===== config.mk =====
export PLATFORM = sky130hd
export DESIGN_NAME = uart_receiver
export DESIGN_NICKNAME = d
export VERILOG_FILES = /design/src/rtl/uart_receiver.sv
export SDC_FILE = /design/constraint.sdc
export NUM_CORES = 1
export LEC_CHECK = 0
export CAP_MARGIN = 30
export CELL_PAD_IN_SITES_DETAIL_PLACEMENT = 1
export CELL_PAD_IN_SITES_GLOBAL_PLACEMENT = 1
export CORE_MARGIN = 2
export CORE_UTILIZATION = 51
export CTS_BUF_LIST = sky130_fd_sc_hd__clkbuf_4 sky130_fd_sc_hd__clkbuf_8
export DETAILED_ROUTE_END_ITERATION = 7
export HOLD_SLACK_MARGIN = 0.05
export PLACE_DENSITY = 0.95
export SLEW_MARGIN = 20
export SYNTH_ARGS = -nofsm -noshare
export SYNTH_HDL_FRONTEND = slang
export SYNTH_SLANG_ARGS = --single-unit

===== constraint.sdc =====
create_clock -name clk -period 4.1 [get_ports clk]
set_clock_uncertainty 0.05 [all_clocks]
set_input_delay 0.615 -clock clk [delete_from_list [all_inputs] [get_ports clk]]
set_output_delay 0.615 -clock clk [all_outputs]
set_load 0.01 [all_outputs]

===== src/rtl/uart_receiver.sv =====
// ============================================================================
//  Module      : uart_receiver
//  Description : 8N1 UART receive path, LSB first. Resynchronises the serial
//                line, detects the start edge, majority-votes three mid-bit
//                samples per bit and reports each byte with a one-clk valid
//                pulse, or a one-clk frame-error pulse on a bad stop bit.
//  Ports       : clk         - system clock
//                rst_n       - asynchronous active-low reset
//                clk_16_i    - one-clk enable pulse at 16x baud
//                rxd_i       - asynchronous serial input, idles high
//                rxd_data_o  - last correctly framed byte
//                rxd_flag_o  - one-clk pulse, rxd_data_o just updated
//                frame_err_o - one-clk pulse, stop bit sampled low
//                busy_o      - high while a frame is being received
//  Revision    : 1.0 - initial release
// ============================================================================
`default_nettype none

module uart_receiver #(
    parameter logic [3:0] SMP_TOP = 4'd15,
    parameter logic [3:0] SMP_MID = 4'd8
) (
    input  logic       clk,
    input  logic       rst_n,
    input  logic       clk_16_i,
    input  logic       rxd_i,
    output logic [7:0] rxd_data_o,
    output logic       rxd_flag_o,
    output logic       frame_err_o,
    output logic       busy_o
);

    typedef enum logic [1:0] {
        R_IDLE  = 2'd0,
        R_START = 2'd1,
        R_DATA  = 2'd2,
        R_STOP  = 2'd3
    } state_t;

    localparam logic [3:0] C_SMP_LO = SMP_MID - 4'd1;
    localparam logic [3:0] C_SMP_HI = SMP_MID + 4'd1;

    // Line synchroniser and edge-detect delay flop
    logic       r_meta;
    logic       r_sync;
    logic       r_dly;
    logic       w_fall;

    state_t     r_state;
    state_t     w_state_nxt;
    logic [3:0] r_smp_cnt;
    logic [3:0] w_smp_cnt_nxt;
    logic [2:0] r_bit_cnt;
    logic [2:0] w_bit_cnt_nxt;
    logic [7:0] r_shift;
    logic [7:0] w_shift_nxt;
    logic [2:0] r_smp;
    logic [2:0] w_smp_nxt;
    logic [7:0] w_data_nxt;
    logic       w_flag_nxt;
    logic       w_err_nxt;
    logic       w_s2;
    logic       w_vote;

    always_ff @(posedge clk or negedge rst_n) begin
        if (!rst_n) begin
            r_meta <= 1'b1;
            r_sync <= 1'b1;
            r_dly  <= 1'b1;
        end else begin
            r_meta <= rxd_i;
            r_sync <= r_meta;
            r_dly  <= r_sync;
        end
    end

    assign w_fall = r_dly & ~r_sync;

    // On the last vote tick the third sample is still on the line, so it is
    // folded in directly; that lets decisions be made on that very tick.
    assign w_s2   = (r_smp_cnt == C_SMP_HI) ? r_sync : r_smp[2];
    assign w_vote = (r_smp[0] & r_smp[1]) | (r_smp[1] & w_s2) | (r_smp[0] & w_s2);

    always_ff @(posedge clk or negedge rst_n) begin
        if (!rst_n) begin
            r_state     <= R_IDLE;
            r_smp_cnt   <= 4'd0;
            r_bit_cnt   <= 3'd0;
            r_shift     <= 8'h00;
            r_smp       <= 3'b000;
            rxd_data_o  <= 8'h00;
            rxd_flag_o  <= 1'b0;
            frame_err_o <= 1'b0;
            busy_o      <= 1'b0;
        end else begin
            r_state     <= w_state_nxt;
            r_smp_cnt   <= w_smp_cnt_nxt;
            r_bit_cnt   <= w_bit_cnt_nxt;
            r_shift     <= w_shift_nxt;
            r_smp       <= w_smp_nxt;
            rxd_data_o  <= w_data_nxt;
            rxd_flag_o  <= w_flag_nxt;
            frame_err_o <= w_err_nxt;
            busy_o      <= (w_state_nxt != R_IDLE);
        end
    end

    always_comb begin
        w_state_nxt   = r_state;
        w_smp_cnt_nxt = r_smp_cnt;
        w_bit_cnt_nxt = r_bit_cnt;
        w_shift_nxt   = r_shift;
        w_smp_nxt     = r_smp;
        w_data_nxt    = rxd_data_o;
        w_flag_nxt    = 1'b0;
        w_err_nxt     = 1'b0;

        if (r_state == R_IDLE) begin
            // Edge detection runs every clk, not only on ticks
            if (w_fall) begin
                w_state_nxt = R_START;
            end
        end else if (clk_16_i) begin
            w_smp_cnt_nxt = r_smp_cnt + 4'd1;

            if (r_smp_cnt == C_SMP_LO) w_smp_nxt[0] = r_sync;
            if (r_smp_cnt == SMP_MID)  w_smp_nxt[1] = r_sync;
            if (r_smp_cnt == C_SMP_HI) w_smp_nxt[2] = r_sync;

            case (r_state)
                R_START: begin
                    if ((r_smp_cnt == C_SMP_HI) && w_vote) begin
                        w_state_nxt = R_IDLE;          // false start
                    end else if (r_smp_cnt == SMP_TOP) begin
                        w_state_nxt   = R_DATA;
                        w_bit_cnt_nxt = 3'd0;
                    end
                end
                R_DATA: begin
                    if (r_smp_cnt == SMP_TOP) begin
                        w_shift_nxt = {w_vote, r_shift[7:1]};
                        if (r_bit_cnt == 3'd7) begin
                            w_state_nxt = R_STOP;
                        end else begin
                            w_bit_cnt_nxt = r_bit_cnt + 3'd1;
                        end
                    end
                end
                R_STOP: begin
                    // Decide mid stop bit so a following start edge is seen
                    if (r_smp_cnt == C_SMP_HI) begin
                        if (w_vote) begin
                            w_data_nxt = r_shift;
                            w_flag_nxt = 1'b1;
                        end else begin
                            w_err_nxt = 1'b1;
                        end
                        w_state_nxt = R_IDLE;
                    end
                end
                default: begin
                    w_state_nxt = R_IDLE;
                end
            endcase
        end

        if (w_state_nxt == R_IDLE) begin
            w_smp_cnt_nxt = 4'd0;
            w_bit_cnt_nxt = 3'd0;
        end
    end

endmodule

`default_nettype wire


### Word-level counts from Yosys, hierarchy flattened

Cells that the tools add are included.

* add/sub/neg operators: 2
* eq/ne operators: 13
* multiplexer cells: 31
* bitwise gates (word level): 8
* reduce and logical (&&, ||, !) cells: 13

Operators by type and width (count)
* two-way mux 3 bit: 7
* two-way mux 2 bit: 8
* == test 4 bit (second input constant): 3
* two-way mux 4 bit: 3
* inequality test 3 bit (second input constant): 4
* two-way mux 1 bit: 11
* AND reduction 7 bit: 1
* case mux 2 bit (3 select lines): 1
* case mux 3 bit (2 select lines): 1
* AND reduction 3 bit: 2
* AND reduction 5 bit: 1
* adder 4 x 1 -> 4 bit (second input constant): 1
* bitwise AND 1 bit: 4
* == test 2 bit (second input constant): 2
* == test 4 x 3 -> 1 bit (second input constant): 1
* zero test 2 bit: 2
* AND reduction 2 bit: 2
* AND reduction 4 bit: 1
* nonzero test 2 bit: 2
* adder 3 x 1 -> 3 bit (second input constant): 1
* == test 3 bit (second input constant): 1
* nonzero test 3 bit: 1
* == test 2 x 1 -> 1 bit (second input constant): 1
* inequality test 2 x 1 -> 1 bit (second input constant): 1
* 3 further kinds: 5

* bits in registers: 34
* bits of input ports: 4
* output and inout bits: 11
* word-level logic and storage cells: 81

### Depth between registers and ports, before layout

Gate-level depths: netlist of the first run.

* word-level depth: 13
* depth in mapped cells: 7
* depth with buffers taken out: 6

### Least setup slack after synthesis of the first run

No wires, ideal clock.

* kind: register to register
* start point: register r_smp_cnt[0]
* end point: register r_bit_cnt[1]
* setup time: 139 ps
* arrival time: 1748 ps
* data required time: 3911 ps
* setup slack: 2163 ps
* cell stages (with the launch flop): 7
* period minus slack after synthesis: 1937 ps
* cells stage by stage: dfrtp_1 ha_1 and4_1 clkbuf_1 a21o_1 a2111oi_4 nor2_1

* cells in the longest elaborated chain, start to end: 13
* elaborated cells between the ends (all ways): 25
* those cells by class: eq/ne: 7; mux: 9; bitwise: 4; reduce/logical: 5

RTL lines
* from (decl): RTL line 51 `logic [3:0] r_smp_cnt;`
* from (signal assigned): RTL line 97 `r_smp_cnt <= w_smp_cnt_nxt;`
* == test 4 bit: RTL line 81, 132, 151
* two-way mux 1 bit
* bitwise AND 1 bit: RTL line 82 `assign w_vote = (r_smp[0] & r_smp[1]) | (r_smp[1] & w_s2) | (r_smp[0] & w_s2);`
* OR 1 bit (2 in a row): RTL line 82
* logical AND 1 bit: RTL line 132 `if ((r_smp_cnt == C_SMP_HI) && w_vote) begin`
* two-way mux 2 bit: RTL line 132
* case mux 2 bit (3 select lines): RTL line 130 `case (r_state)`
* two-way mux 2 bit: RTL line 123 `end else if (clk_16_i) begin`
* two-way mux 2 bit: RTL line 118 `if (r_state == R_IDLE) begin`
* zero test 2 bit: RTL line 167 `if (w_state_nxt == R_IDLE) begin`
* inequality test 3 bit (no line) (tied with other cells)
* AND reduction 7 bit (no line)
* to (signal assigned): RTL line 98 `r_bit_cnt <= w_bit_cnt_nxt;`
* to (decl): RTL line 53 `logic [2:0] r_bit_cnt;`

Several ways; a longest one is shown, not always the timed one.
A chain may end at the register's enable or synchronous reset.

### Final worst setup path of the first run

* start point: input port clk_16_i
* end point: register r_smp_cnt[3]

* cells in the longest elaborated chain, start to end: 5
* elaborated cells between the ends (all ways): 7
* those cells by class: eq/ne: 1; mux: 3; reduce/logical: 3

RTL lines
* from (decl): RTL line 25 `input logic clk_16_i,`
* two-way mux 2 bit: RTL line 123
* two-way mux 2 bit: RTL line 118
* zero test 2 bit: RTL line 167
* inequality test 2 x 1 -> 1 bit (no line) or nonzero test 2 bit (tied branches)
* AND reduction 2 bit (no line)

Several ways; a longest one is shown, not always the timed one.

==> results.tsv, run 1 <==
stage	metric	value	unit
worst_hold_path	Hold Path Origin	r_meta$_DFF_PN1_	
worst_setup_path	slowest cell delay on critical path	610	ps
power_and_ir_drop	PwrDens	573	nW/um^2
sta	final period utilization	53.5	%
detailed_routing	routed wl met2	1.67	mm
global_routing	GRT Overall Usage	20.4	%
run	total of max-cap violations	0	
clock_network	CTS tree	done	
detailed_routing	Detailed Routing Iterations Pass 1	4	
die	initial cell density of the core	54.9	%
worst_setup_path	Req. time, crit path	4250	ps
sta	Hold Vio Cnt, Final	0	
logic_synthesis	Netlist cell types	36	
detailed_routing	WL/cell	18.7	um
logic_synthesis	syn avg cell area	13.1	sq um
worst_setup_path	Reg-to-Reg End	r_smp_cnt[3]$_DFFE_PN0P_	
worst_setup_path	r2r startpoint	r_smp_cnt[0]$_DFFE_PN0P_	
layout	Inserted Diodes	0	
global_routing	vias in the first global route	1060	
clock_network	H-tree depth	2	
sta	Tmin final	2190	ps
die	core area	2810	sq um
power_and_ir_drop	Leak	0.000861	uW
worst_setup_path	Critical Path End Type	register	
logic_synthesis	dominant cell type by area after synthesis	dfrtp_1	
global_routing	largest net degree at the start of global routing	35	
global_routing	first-pass GRT wire length	5.11	mm
clock_network	Root Buffer	clkbuf_4	
sta	Slew @ Worst Pin	583	ps
worst_setup_path	critical path's top delay family	compound AO/OA/AOI/OAI gates	
detailed_routing	number of remaining DRC errors	0	
sta	relative slew slack	61.1	%
detailed_routing	post-route ant nets	0	
clock_network	post-cts resize count	0	
clock_network	Clock Pin Slew Worst Setup and Hold Paths	100	ps
layout	fraction of layout cells with a size suffix above 1	27.4	%
logic_synthesis	Synth top area share	50.4	%
detailed_routing	drt total wl	3.10	mm
worst_setup_path	R2R setup slack	1930	ps
sta	RSZ-0062 raised after global routing	no	
logic_synthesis	cells after synthesis	118	
worst_hold_path	hold path endpoint	r_sync$_DFF_PN1_	
global_routing	total grt overflow	0	
global_routing	initial antenna violation count	0	
worst_setup_path	Worst Path Buf+Inv	1	
worst_setup_path	critical path's slowest cell	a2111oi_4	
detailed_routing	Metal-1 WL	1.31	mm
logic_synthesis	Seq cells post-synth	34	
layout	Fill cells	278	
worst_setup_path	startpoint types	primary input	
place	pre-CTS setup slack	1510	ps
die	# rows	19	
sta	final setup fails	0	
die	Die H	59.0	um
logic_synthesis	Seq/Total Area, Yosys	55.5	%
sta	slack of the critical path	1910	ps
power_and_ir_drop	VDD IR-drop max	0.378	mV
logic_synthesis	syn_nets	127	
clock_network	Inserted Clock Buffers	5	
die	Die ar.	3480	sq um
place	GP Congestion	0.779	
worst_setup_path	Worst R2R Path Depth	5	
detailed_routing	Vias	979	
detailed_routing	WL met3	87	um
logic_synthesis	Ys Warns	0	
worst_setup_path	critical path fanouts, max	8	
status	status	complete, no violations	
detailed_routing	initial detailed-routing violation count	19	
worst_setup_path	critical path data arrival time	2340	ps
clock_network	Post-CTS Setup Bufs	0	
logic_synthesis	largest cells by area after synthesis	dfrtp_1 (50%), mux2_2 (13%), dfstp_2 (5.1%)	
layout	Area Overhead vs Synth	17.3	%
logic_synthesis	mapped cell area	1540	sq um
place	IO buf count	14	
layout	Final nets	143	
die	Die Wd	59.0	um
detailed_routing	vias per std cell	5.90	
logic_synthesis	Post-synth EDFFs	0	
clock_network	clock sink count	34	
sta	Achievable Freq	456	MHz
sta	Setup TNS	0	ps
sta	max-slew violations	0	
layout	non-filler cells in the finished layout	166	
clock_network	Clock Path Buffers	2	
place	dpl cells	158	
clock_network	count of hold-fix buffers inserted at cts	0	
logic_synthesis	Synth async-reset ratio	100	%
sta	Fin Hold WS	314	ps
clock_network	Clock Latency Late Sink	340	ps
place	DP HPWL	2.07	mm
die	io pins	15	
detailed_routing	top routing layer used	met4	
worst_hold_path	worst min-delay path category	reg2reg	
worst_setup_path	crit-path cells	clkdlybuf4s50_1, and4_1, a21o_1, a2111oi_4, nor2_1	
worst_setup_path	critical path depth in cells	5	
worst_setup_path	WS Path Type	in2reg	
worst_hold_path	Hold Crit Depth	0	
logic_synthesis	Most used DFF post-synth	dfrtp_1	
## area by class of cell
| type | count | area (sq um) | area share, % |
|---|---|---|---|
| Inverter | 5 | 18.8 | 1.04 |
| Sequential cell | 34 | 855 | 47.3 |
| Multi-Input combinational cell | 73 | 636 | 35.2 |
| Clock inverter | 2 | 60.1 | 3.32 |
| Clock buffer | 6 | 51.3 | 2.84 |
| Tap cell | 31 | 38.8 | 2.15 |
| Timing Repair Buffer | 15 | 148 | 8.17 |
## metal layers
metal,global-route usage [%],vias up
li1,-,453
met1,23.6,506
met2,36.7,15
met3,5.05,5
met4,6.82,0
met5,0,-
## synthesized netlist by cell type, drive strengths merged (2+ instances only)
cell type,instances
and3,3
a21oi,2
inv,5
buf,2
maj3,2
ha,5
nand4b,2
xor2,2
clkbuf,4
nand2,6
a22oi,2
a32o,2
a2111oi,2
dfstp,3
and4,2
nor2,9
mux2,20
dfrtp,31
## registers in the layout (all words and copies together), names as in the netlist
register / flops
r_smp_cnt: 4
rxd_data_o: 8
r_dly: 1
r_meta: 1
r_shift: 8
r_sync: 1
rxd_flag_o: 1
busy_o: 1
r_bit_cnt: 3
r_smp: 3
r_state: 2
frame_err_o: 1
## metrics by stage
stage	total power, uW	util (%)	cell area, sq um
4_1_cts	1050	64.4	1810
6_report	1040	64.4	1810
2_1_floorplan	637	-	1540
5_1_grt	1090	64.4	1810
3_5_place_dp	710	60.4	1700
3_3_place_gp	683	60.4	1700
## worst register-to-register path, delay by kind of cell (launching register included)
family                   cells  cell delay [ps]
adder cells (fa/ha/maj)      1              270
flip-flops                   1              460
AND/OR/NAND/NOR              2              420
AO/OA/AOI/OAI                2              850
## cells by family (layout without fill, tap and decap cells)
logic type / after synthesis / after routing / share of synthesized area (%)
multiplexers: 20 / 20 / 15.1
flip-flops: 34 / 34 / 55.5
adder cells (fa/ha/maj): 7 / 7 / 5.44
XOR/XNOR: 3 / 3 / 1.71
AND/OR/NAND/NOR: 30 / 30 / 10.8
AO/OA/AOI/OAI: 13 / 13 / 8.20
buffers and inverters: 11 / 28 / 3.25
## report_power, final
group	internal (uW)	switching, uW	total (uW)
combinational	119	134	253
clock	207	115	322
sequential	387	74.1	461
total	712	324	1040
## layout by cell type (no fill, tap or decap), types with 2 or more instances in the layout
cell	synthesis	final
clkbuf_4	0	5
a32o_1	2	2
bufinv_16	0	2
nor2_1	9	9
ha_1	5	5
and3_1	3	3
a22oi_1	2	2
inv_1	5	5
clkdlybuf4s50_1	0	14
and4_1	2	2
mux2_4	2	2
mux2_2	18	18
dfstp_2	3	3
nand4b_1	2	2
nand2_1	6	6
dfrtp_1	31	31
xor2_1	2	2
a21oi_1	2	2
## worst max-delay path by stage
stage | startpoint | to | slack (ps)
global placement | clk_16_i | r_smp_cnt[0]$_DFFE_PN0P_ | 1620
global route | r_smp_cnt[0]$_DFFE_PN0P_ | r_bit_cnt[1]$_DFFE_PN0P_ | 1810
CTS | r_smp_cnt[0]$_DFFE_PN0P_ | r_bit_cnt[1]$_DFFE_PN0P_ | 1910
detailed placement | clk_16_i | r_smp_cnt[2]$_DFFE_PN0P_ | 1510
finish | clk_16_i | r_smp_cnt[3]$_DFFE_PN0P_ | 1910
floorplan | r_smp_cnt[0]$_DFFE_PN0P_ | r_bit_cnt[1]$_DFFE_PN0P_ | 2160
(Power assumes the default switching activity.)
==> run 2: changes to the inputs <==
--- a/config.mk
+++ b/config.mk
@@ -9,11 +9,11 @@
 export CELL_PAD_IN_SITES_DETAIL_PLACEMENT = 1
 export CELL_PAD_IN_SITES_GLOBAL_PLACEMENT = 1
 export CORE_MARGIN = 2
-export CORE_UTILIZATION = 51
+export CORE_UTILIZATION = 43
 export CTS_BUF_LIST = sky130_fd_sc_hd__clkbuf_4 sky130_fd_sc_hd__clkbuf_8
 export DETAILED_ROUTE_END_ITERATION = 7
 export HOLD_SLACK_MARGIN = 0.05
-export PLACE_DENSITY = 0.95
+export PLACE_DENSITY = 0.87
 export SLEW_MARGIN = 20
 export SYNTH_ARGS = -nofsm -noshare
 export SYNTH_HDL_FRONTEND = slang
==> constraint.sdc (replaced) <==
create_clock -name clk -period 1.8 [get_ports clk]
set_clock_uncertainty 0.05 [all_clocks]
set_input_delay 0.27 -clock clk [delete_from_list [all_inputs] [get_ports clk]]
set_output_delay 0.27 -clock clk [all_outputs]
set_load 0.01 [all_outputs]
==> run 2 against run 1 <==
The flow now finishes with violations (negative setup slack); sequential power increased by 110%; global-route usage grew 0.94 points; register-to-register slack worse by 2100 ps; clock-buffer cell count did not move; design area up 18%; clock power rose by 130%; final cell count rose by 26%; largest power group is now combinational cells.
==> results.tsv, run 2 (synthesis gave the netlist of run 1 again) <==
stage	metric	value	unit	change
worst_setup_path	Req. time, crit path	2000	ps	was 4250 ps
clock_network	Inserted Clock Buffers	5		unchanged
sta	Achievable Freq	505	MHz	
layout	Area Overhead vs Synth	38.2	%	was 17.3%
status	status	complete, but fails checks		was complete, no violations
clock_network	count of hold-fix buffers inserted at cts	0		unchanged
clock_network	clock sink count	34		unchanged
clock_network	CTS tree	done		unchanged
layout	non-filler cells in the finished layout	209		was 166
worst_setup_path	R2R setup slack	-180	ps	was 1930 ps
sta	final setup fails	10		was 0
sta	max-slew violations	0		unchanged
detailed_routing	drt total wl	3.81	mm	was 3.10 mm
detailed_routing	vias per std cell	5.22		was 5.90
power_and_ir_drop	Reg power frac	34.2	%	was 44.5%
global_routing	largest net degree at the start of global routing	35		unchanged
detailed_routing	number of remaining DRC errors	0		unchanged
worst_setup_path	startpoint types	register		was primary input
run	total of max-cap violations	0		unchanged
sta	Slew @ Worst Pin	424	ps	was 583 ps
worst_setup_path	WS Path Type	reg2reg		was in2reg
die	io pins	15		unchanged
detailed_routing	WL/cell	18.2	um	was 18.7 um
layout	leading cell type in the layout, fill and taps excluded	dfrtp_1		unchanged
place	GP Congestion	0.753		was 0.779
detailed_routing	post-route ant nets	0		unchanged
layout	top flop regs	r_shift x8, rxd_data_o x8, r_smp_cnt x4		unchanged
place	Placed Area	1880	sq um	was 1700 sq um
global_routing	initial antenna violation count	0		unchanged
sta	relative slew slack	71.8	%	was 61.1%
detailed_routing	Vias	1092		was 979
worst_setup_path	slowest cell delay on critical path	410	ps	was 610 ps
worst_setup_path	critical path's slowest cell	dfrtp_1		was a2111oi_4
layout	fraction of layout cells with a size suffix above 1	49.7	%	was 27.4%
detailed_routing	initial detailed-routing violation count	24		was 19
worst_setup_path	Reg-to-Reg End	r_shift[7]$_DFFE_PN0P_		was r_smp_cnt[3]$_DFFE_PN0P_
global_routing	first-pass GRT wire length	6.33	mm	was 5.11 mm
die	Die ar.	4080	sq um	was 3480 sq um
power_and_ir_drop	Clock Power Share	26.0	%	was 31.1%
clock_network	H-tree depth	2		unchanged
place	DP HPWL	2.48	mm	was 2.07 mm
die	initial cell density of the core	45.4	%	was 54.9%
die	Die Wd	63.9	um	was 59.0 um
clock_network	Root Buffer	clkbuf_4		unchanged
worst_setup_path	critical path data arrival time	2180	ps	was 2340 ps
worst_setup_path	crit-path cells	buf_6, ha_4, and3b_2, mux2_4, maj3_2, mux2_4		was clkdlybuf4s50_1, and4_1, a21o_1, a2111oi_4, nor2_1
clock_network	Clock Pin Slew Worst Setup and Hold Paths	110	ps	was 100 ps
global_routing	vias in the first global route	1257		was 1060
die	core area	3390	sq um	was 2810 sq um
worst_hold_path	worst min-delay path category	in2reg		was reg2reg
worst_hold_path	Hold Crit Depth	1		was 0
worst_setup_path	Most common cell on crit path	mux2_4		
place	IO buf count	14		unchanged
worst_setup_path	critical path fanouts, max	5		was 8
sta	Hold Vio Cnt, Final	0		unchanged
sta	Tmin final	1980	ps	
sta	Fin Hold WS	266	ps	was 314 ps
layout	Inserted Diodes	0		unchanged
worst_setup_path	Worst Setup SP	r_smp_cnt[0]$_DFFE_PN0P_		was clk_16_i
worst_setup_path	Worst R2R Path Depth	6		was 5
sta	slack of the critical path	-182	ps	was 1910 ps
die	# rows	21		was 19
die	Die H	63.9	um	was 59.0 um
power_and_ir_drop	P_sw	913	uW	was 324 uW
clock_network	Clock Latency Late Sink	350	ps	was 340 ps
place	pre-CTS setup slack	-222	ps	was 1510 ps
global_routing	GRT Overall Usage	21.3	%	was 20.4%
layout	Final nets	171		was 143
sta	final period utilization	110	%	
power_and_ir_drop	PwrDens	1340	nW/um^2	was 573 nW/um^2
worst_setup_path	r2r startpoint	r_smp_cnt[0]$_DFFE_PN0P_		unchanged
detailed_routing	Detailed Routing Iterations Pass 1	4		unchanged
worst_setup_path	Setup crit end	r_shift[7]$_DFFE_PN0P_		was r_smp_cnt[3]$_DFFE_PN0P_
power_and_ir_drop	Internal Power	1930	uW	was 712 uW
worst_setup_path	Critical Path End Type	register		unchanged
place	dpl cells	194		was 158
clock_network	Clock Path Buffers	2		unchanged
layout	Fill cells	325		was 278
power_and_ir_drop	VDD IR-drop max	0.877	mV	was 0.378 mV
global_routing	total grt overflow	0		unchanged
power_and_ir_drop	Leak	0.00100	uW	was 0.000861 uW
power_and_ir_drop	Switching Fraction	32.1	%	was 31.2%
layout	most frequent cells in the layout	dfrtp_1 (31), buf_4 (24), mux2_2 (18)		was dfrtp_1 (31), mux2_2 (18), clkdlybuf4s50_1 (14)
status	failing checks	negative setup slack		
sta	RSZ-0062 raised after global routing	yes		was no
layout	cell area after layout	2130	sq um	was 1810 sq um
power_and_ir_drop	Gate power share	39.8	%	was 24.4%
==> run 2: cell count changes in the layout (fill, tap and decap cells not counted), moves of 4 or more <==
cell,previous run,this run
buf_6,0,5
buf_4,1,24
nor2_2,0,4
nor2_1,9,4
==> run 2: final cells by class <==
cell class	count	area, sq um	share of cell area [%]
Clock buffer	6	51.3	2.41
Tap cell	46	57.6	2.70
Inverter	5	18.8	0.882
Timing Repair Buffer	43	377	17.7
Multi-Input combinational cell	73	709	33.3
Sequential cell	34	855	40.2
Clock inverter	2	60.1	2.82
==> run 2: timing repair <==
action / CTS / global route
setup buffers: 5 / 1
gates resized for setup: 17 / 6
setup endpoints to repair: 18 / 21
cloned: 1 / 0
pin swaps: 7 / 3
==> run 2: worst min path at each step <==
stage                     slack [ps]          endpoint        startpoint
after floorplan                  -80  busy_o$_DFF_PN0_             rst_n
after global placement           300  r_sync$_DFF_PN1_  r_meta$_DFF_PN1_
after detailed placement         300  r_sync$_DFF_PN1_  r_meta$_DFF_PN1_
after CTS                        250  r_meta$_DFF_PN1_             rxd_i
after global routing             240  r_meta$_DFF_PN1_             rxd_i
final                            270  r_meta$_DFF_PN1_             rxd_i
==> run 2: per-layer routing <==
layer	up-vias	share of wire, %	global-route usage (%)	routed length [um]
met5	-	0	0	0
met4	0	2.0	10.3	77
met3	7	3.3	6.87	127
met2	17	52	35.7	1990
met1	564	42	24.6	1610
li1	504	-	-	-
==> run 2: through the flow <==
stage	setup TNS (ps)	total power, uW	utilization [%]
6_report	-1040	2840	62.8
5_1_grt	-1580	3000	62.8
4_1_cts	-965	2790	61.8
3_5_place_dp	-3940	1880	55.4
3_3_place_gp	-2070	1790	55.4
2_1_floorplan	-105	1460	-
==> run 2: worst max-delay path: cells and delay by family, from the launching register on <==
family / cells / cell delay (ps)
fa+ha+maj: 2 / 470
simple gates: 1 / 260
flops: 1 / 410
buf+inv: 1 / 120
mux: 2 / 570
==> run 2: power by group through the flow <==
stage	logic [uW]	registers (uW)	clock network (uW)
5_1_grt	1210	987	797
2_1_floorplan	481	980	0
6_report	1130	972	739
3_3_place_gp	820	969	0
3_5_place_dp	897	984	0
4_1_cts	1070	969	759
